[config.mk]
export PLATFORM = sky130hd
export DESIGN_NAME = bht_port_scheduler
export DESIGN_NICKNAME = d
export VERILOG_FILES = /design/src/rtl/bht_port_scheduler.sv
export SDC_FILE = /design/constraint.sdc
export NUM_CORES = 1
export LEC_CHECK = 0
export CAP_MARGIN = 25
export CORE_MARGIN = 5
export CORE_UTILIZATION = 25
export DETAILED_ROUTE_END_ITERATION = 7
export SYNTH_ARGS = -nofsm -noshare
export SYNTH_HDL_FRONTEND = slang
export SYNTH_SLANG_ARGS = --single-unit
[constraint.sdc]
create_clock -name clk -period 3.2 [get_ports clk]
set_input_delay 0.64 -clock clk [delete_from_list [all_inputs] [get_ports clk]]
set_output_delay 0.64 -clock clk [all_outputs]
set_load 0.02 [all_outputs]
[src/rtl/bht_port_scheduler.sv]
// bht_port_scheduler: shares the single BHT port between fetch lookups, buffered execute updates and table clears.
module bht_port_scheduler #(
  parameter int LOWER = 5,
  parameter int DEPTH = 4
) (
  input  logic             clk,
  input  logic             arst_n,
  input  logic             fetch_req,
  input  logic [LOWER-1:0] fetch_addr,
  output logic             fetch_stall,
  input  logic             upd_valid,
  input  logic [LOWER-1:0] upd_addr,
  input  logic             upd_taken,
  output logic             upd_ready,
  input  logic             init_req,
  output logic             busy,
  output logic             bht_rd_en,
  output logic [LOWER-1:0] bht_rd_addr,
  output logic             bht_wr_en,
  output logic [LOWER-1:0] bht_wr_addr,
  output logic             bht_wr_taken,
  output logic             bht_clr
);
  localparam int PW = $clog2(DEPTH);
  localparam int CW = PW + 1;
  typedef enum logic {INIT, RUN} state_t;
  state_t           state, state_nx;
  logic [LOWER-1:0] clr_idx;
  logic [LOWER-1:0] mem_addr [DEPTH];
  logic             mem_taken [DEPTH];
  logic [PW-1:0]    rd_ptr, wr_ptr;
  logic [CW-1:0]    count;
  logic             run, init, full, empty, push, pop;
  assign full  = count == CW'(DEPTH);
  assign empty = count == '0;
  // Outputs are gated by arst_n so they fall to reset values without a clock edge.
  assign run   = arst_n && state == RUN;
  assign init  = arst_n && state == INIT;
  assign push  = run && upd_valid && !full && !init_req;
  assign pop   = run && !empty && (!fetch_req || full);
  always_ff @(posedge clk or negedge arst_n)
    if (!arst_n) state <= INIT;
    else state <= state_nx;
  always_comb
    state_nx = init_req ? INIT : (state == INIT && &clr_idx) ? RUN : state;
  always_comb begin
    fetch_stall  = !run || (fetch_req && full);
    upd_ready    = run && !full;
    busy         = !run;
    bht_rd_en    = run && fetch_req && !full;
    bht_rd_addr  = bht_rd_en ? fetch_addr : '0;
    bht_wr_en    = init || pop;
    bht_clr      = init;
    bht_wr_addr  = init ? clr_idx : pop ? mem_addr[rd_ptr] : '0;
    bht_wr_taken = pop && mem_taken[rd_ptr];
  end
  always_ff @(posedge clk or negedge arst_n)
    if (!arst_n) clr_idx <= '0;
    else clr_idx <= (init_req || state == RUN) ? '0 : clr_idx + 1'b1;
  always_ff @(posedge clk or negedge arst_n)
    if (!arst_n) begin
      rd_ptr <= '0;
      wr_ptr <= '0;
      count  <= '0;
    end else if (init_req || state == INIT) begin
      rd_ptr <= '0;
      wr_ptr <= '0;
      count  <= '0;
    end else begin
      rd_ptr <= rd_ptr + PW'(pop);
      wr_ptr <= wr_ptr + PW'(push);
      count  <= count + CW'(push) - CW'(pop);
    end
  always_ff @(posedge clk)
    if (push) begin
      mem_addr[wr_ptr]  <= upd_addr;
      mem_taken[wr_ptr] <= upd_taken;
    end
endmodule
==> results of run 1 <==
[area by class of cell]
cell class	count	area share, %
Sequential cell	37	46.19
Multi-Input combinational cell	64	25.69
Timing Repair Buffer	44	18.67
Tap cell	77	4.254
Clock buffer	6	3.204
Clock inverter	2	1.492
Inverter	3	0.4972
[state kept, by name (all words and copies together) (netlist names)]
register	flops
mem_addr	20
wr_ptr	2
clr_idx	5
count	3
rd_ptr	2
mem_taken	4
state	1
[per-stage QoR]
stage | power (W) | hold slack [ns]
floorplan | 0.0005411 | 0.3444
global route | 0.0009978 | 0.5421
global placement | 0.0005773 | 0.4832
CTS | 0.0009668 | 0.5265
finish | 0.0009546 | 0.5137
detailed placement | 0.0005799 | 0.5160
[kinds of logic (layout without fill, tap and decap cells)]
family                   after synthesis  in the layout
AO/OA/AOI/OAI                          7              7
XOR/XNOR                               5              5
adder cells (fa/ha/maj)                7              7
buffers and inverters                  9             55
flip-flops                            37             37
multiplexers                           6              6
AND/OR/NAND/NOR                       39             39
[cell usage in the layout (no fill, tap or decap), types with 6 or more instances in the layout]
cell,Yosys,layout
clkdlybuf4s50_1,0,27
edfxtp_1,24,24
dfrtp_1,13,13
buf_4,1,12
and2_1,10,10
nor3_1,7,7
nor2_1,7,7
mux4_2,6,6
ha_1,6,6
[layer usage]
| metal | share of wire, % | GRT usage (%) | vias to the layer above |
|---|---|---|---|
| met5 | 0 | 0 | - |
| li1 | - | - | 489 |
| met2 | 55 | 16.24 | 27 |
| met3 | 4.7 | 3.355 | 8 |
| met4 | 3.1 | 5.074 | 0 |
| met1 | 37 | 10.05 | 520 |
[critical path: cells and delay by family]
kind | cells | cell delay (ns)
AO/OA/AOI/OAI | 1 | 0.15
buffers and inverters | 4 | 1.42
AND/OR/NAND/NOR | 1 | 0.18
[power by group]
group	switching [W]	total [W]	internal, W	leakage [nW]
combinational	0.0000214	0.0000528	0.0000315	0.518
sequential	0.00000319	0.000516	0.000513	0.395
clock	0.000156	0.000386	0.000230	0.0528
[how the worst min path moves through the flow]
stage	endpoint	cells after the start	slack [ns]	start
final	clr_idx[0]$_DFF_PN0_	1	0.51	clr_idx[0]$_DFF_PN0_
after global routing	clr_idx[0]$_DFF_PN0_	1	0.54	clr_idx[0]$_DFF_PN0_
after CTS	clr_idx[0]$_DFF_PN0_	1	0.53	clr_idx[0]$_DFF_PN0_
after detailed placement	clr_idx[0]$_DFF_PN0_	1	0.52	clr_idx[0]$_DFF_PN0_
after global placement	clr_idx[0]$_DFF_PN0_	1	0.48	clr_idx[0]$_DFF_PN0_
after floorplan	clr_idx[0]$_DFF_PN0_	0	0.34	arst_n
==> out/qor.yml, run 1 <==
holdBufCountCts: 0
first_pass_iters: 4
slew_headroom_pct: 70.93
fin_util_pct: 35.06
arrival_ns: 2.40
multi_input_area_um2: 581.8
muxShareOfSynthArea_pct: 8.042
ys_seq_area_share_pct: 62.25
wl_per_cell_um: 15.40
synth_top_cells_by_count: "24 x edfxtp_1, 13 x dfrtp_1, 10 x and2_1"
path_cells: "clkdlybuf4s50_1 > buf_4 > nor2b_1 > buf_4 > a22o_1 > clkdlybuf4s50_1"
r2r_start: "count[2]$_DFF_PN0_"
period_needed_ns: 3.038
drt-total-wl_mm: 3.589
worst_pin_slew_ns: 0.4360
hold_class: "flip-flop to flip-flop"
syn_to_final_growth_pct: 34.77
fin_cells: 233
cap_violations: 0
ir_drop_uv: 327.4
r2r-end: "count[2]$_DFF_PN0_"
critPathKind: "input pin to primary output"
finalSetupTns_ns: 0
p_leak_nw: 0.9657
rsz0062_at_grt: "no"
antenna_left: 0
synth.ff_latch_count: 37
drive_gt1_share_pct: 19.87
diodes: 0
crit_path_end_kind: "primary output"
overflow: 0
synth_top_area_share_pct: 42.89
antenna_found_initial: 0
power_density_nw_per_um2: 421.5
final_cell_area_um2: 2265
cp-startpoint: "arst_n"
async_reset_ff_share_pct: 35.14
num_vias: 1044
cts_tree: "done"
hpwl_mm: 2.797
grt_usage_pct: 9.407
finalHoldViolCount: 0
worstRegToRegCells: 10
place_ws_ns: -0.03520
post_dp_cell_area_um2: 2146
grt_pass1_wl_mm: 5.968
placed_cells: 225
initial_utilization_pct: 26.02
synth_area_leader_cell: "edfxtp_1"
drcViolationCount: 0
rrSetupSlack_ns: 0.61
synth_top_family_by_area: "simple AND/OR/NAND/NOR gates"
synth_compound_area_share_pct: 3.574
cp-endpoint: "bht_wr_addr[0]"
synth.avg_cell_area_um2: 15.28
root_buffer: "clkbuf_8"
slew_violations: 0
cts_setup_buffers: 0
netlist_area_um2: 1680
period_share_pct: 94.94
synth-xor-area-share_pct: 2.606
yosys.area_share.simple_pct: 14.74
synth-edff-count: 24
clock-sinks: 37
clock_latency_ns: 0.28
dieArea_um2: 8461
io_pins: 33
syn_nets: 133
rows: 29
required_ns: 2.56
cp_slowest_cell: "clkdlybuf4s50_1"
yosys-top-cells-area: "edfxtp_1 43%, dfrtp_1 19%, mux4_2 8.0%"
fin_worst_skew_ns: 0.006093
seqCellArea_um2: 1046
fin_ws_ns: 0.1619
cts_inserted_buffers: 5
globalplace.congestion: 0.7466
fill_cells: 618
cts_buffer_depth: 2
yosysWarnings: 0
critPathMaxStageDelay_ns: 0.60
yosysMostFrequentCell: "edfxtp_1"
die_w_um: 91.99
cts_resized: 0
syn_inst: 110
start_kind: "input pin"
setup_violations: 0
clk_pin_slew_ns: 0.07
grt_pass1_vias: 1183
grt_start_max_net_pins: 14
crit_fanout: 3
drtIter0Drc: 24
h-tree-depth: 2
synth_cell_types: 27
fin_nets: 178
synthAdderAreaFrac_pct: 5.659
via_per_inst: 4.481
fmax_mhz: 329.1
status: "finished, final reports clean"
core_area_um2: 6459
port_buffers: 32
die_h_um: 91.99
ys.flop_type: "edfxtp_1"
No activity file was read; power rests on OpenSTA's default activity.
==> run 2: changes to the inputs <==
CORE_ASPECT_RATIO = 1.2   (was default)
DONT_BUFFER_PORTS = 1   (was default)
==> run 2 against run 1 <==
First-iteration DRC count rose by 92%; fmax rose by 9.4%; count of clock-buffer cells in the layout did not move; routed wire length fell by 16%; flip-flop and latch count did not move; worst hold slack got worse by 0.48 ns; die area barely moved; sequential power barely moved; global-route usage fell by 1.7 points; final cell count fell by 14%; non-clock buffer count fell by 41; combinational power fell by 72%; largest cell class unchanged.
==> out/qor.yml, run 2 (same netlist as run 1, synthesis figures left out) <==
drt-total-wl_mm: 3.022
cts_tree: "done"
r2r_start: "state$_DFFE_PN0P_"
clock_latency_ns: 0.29
core_area_um2: 6486
arrival_ns: 2.98
hpwl_mm: 2.275
gr-usage-met1_pct: 7.941
io_pins: 33
rrSetupSlack_ns: 0.42
overflow: 0
die_h_um: 99.81
rsz0062_at_grt: "no"
period_share_pct: 86.77
grt_pass1_vias: 986
hold_class: "input pin to asynchronous set/reset pin"
drtIter0Drc: 46
path_cells: "nand2_4 > or4b_1 > ha_1 > inv_1 > ha_1 > inv_1 > fa_1 > xor2_1 > and2_1 > nor3_1"
cts_setup_buffers: 0
netSwitchingPower_w: 0.0001685
initial_utilization_pct: 25.91
diodes: 0
met2_usage_pct: 12.84
slew_violations: 0
cap_violations: 0
cp_slowest_cell: "or4b_1"
fin_worst_skew_ns: 0.006138
top_register: "mem_addr"
start_kind: "flip-flop"
reg_top3: "mem_addr x20, clr_idx x5, mem_taken x4"
antenna_left: 0
use_met3_pct: 4.187
critPathMaxStageDelay_ns: 0.64
dieArea_um2: 8468
r2r-end: "count[2]$_DFF_PN0_"
hold-worst-slack_ns: 0.03757
drive_gt1_share_pct: 20.87
via_per_inst: 4.450
holdBufCountCts: 0
finalHoldViolCount: 0
place_ws_ns: 0.3804
cts_buffer_depth: 2
clk_pin_slew_ns: 0.07
critPathKind: "flip-flop to flip-flop"
grt_pass1_wl_mm: 4.899
worstRegToRegCells: 10
fin_nets: 137
period_needed_ns: 2.777
clock_power_share_pct: 38.4
drcViolationCount: 0
cts_resized: 0
slew_headroom_pct: 50.78
switching_share_pct: 19.55
setup_violations: 0
cts_inserted_buffers: 5
final_common_cell: "edfxtp_1"
first_pass_iters: 3
mostFrequentLayoutCells: "24 x edfxtp_1, 13 x dfrtp_1, 10 x and2_1"
required_ns: 3.40
ir_drop_uv: 147.8
syn_to_final_growth_pct: 10.95
finalSetupTns_ns: 0
wl_per_cell_um: 15.11
power_frac_comb_pct: 1.7
globalplace.congestion: 0.7755
port_buffers: 0
p_leak_nw: 0.7072
grt_usage_pct: 7.720
fin_cells: 200
root_buffer: "clkbuf_8"
fill_cells: 654
placed_cells: 192
power_w: 0.0008620
seqPwrFrac_pct: 59.9
rows: 32
status: "finished, final reports clean"
grt_start_max_net_pins: 16
intPower_w: 0.0006935
fin_ws_ns: 0.4233
largest_register_ffs: 20
num_vias: 890
h-tree-depth: 2
clock-sinks: 37
grt_most_used_layer: "met2"
antenna_found_initial: 0
crit_fanout: 10
crit_path_end_kind: "flip-flop"
fmax_mhz: 360.1
worst_pin_slew_ns: 0.7369
power_density_nw_per_um2: 462.4
die_w_um: 84.84
==> run 2: power groups by stage <==
stage | registers, W | logic, W | clock network [W]
finish | 0.000516 | 0.0000147 | 0.000331
detailed placement | 0.000526 | 0.0000151 | 0
floorplan | 0.000525 | 0.0000156 | 0
global route | 0.000517 | 0.0000160 | 0.000367
CTS | 0.000516 | 0.0000151 | 0.000346
global placement | 0.000526 | 0.0000146 | 0
==> run 2: final cells by class <==
type | instances | area (um2) | share of cell area, %
Sequential cell | 37 | 1046 | 56.11
Multi-Input combinational cell | 64 | 581.8 | 31.21
Tap cell | 85 | 106.4 | 5.705
Clock buffer | 6 | 82.58 | 4.430
Timing Repair Buffer | 3 | 22.52 | 1.208
Clock inverter | 2 | 13.76 | 0.7383
Inverter | 3 | 11.26 | 0.6040
==> run 2: worst max-delay path by stage <==
stage / slack [ns] / start / end
final: 0.42 / state$_DFFE_PN0P_ / count[2]$_DFF_PN0_
after floorplan: 0.43 / init_req / count[2]$_DFF_PN0_
after CTS: 0.40 / state$_DFFE_PN0P_ / count[2]$_DFF_PN0_
after global routing: 0.24 / state$_DFFE_PN0P_ / count[2]$_DFF_PN0_
after global placement: 0.46 / arst_n / count[2]$_DFF_PN0_
after detailed placement: 0.38 / arst_n / count[2]$_DFF_PN0_
==> run 2: per-layer routing <==
| layer | vias to the layer above | share of wire [%] |
|---|---|---|
| li1 | 409 | - |
| met1 | 450 | 38 |
| met2 | 26 | 51 |
| met3 | 5 | 9.8 |
| met4 | 0 | 1.8 |
| met5 | - | 0 |
==> run 2: critical path, delay by kind of cell, from the launching register on <==
kind	cells	cell delay (ns)
DFF	1	0.54
adders and majority gates	3	0.82
xor gates and xnor gates	1	0.16
and+or+nand+nor	4	1.07
buffers and inverters	2	0.11
==> run 2: stage by stage <==
step,cell area (um2),utilization (%)
after CTS,1864,28.74
final,1864,28.74
after detailed placement,1768,27.26
after global routing,1864,28.74
after global placement,1768,27.26
after floorplan,1680,-
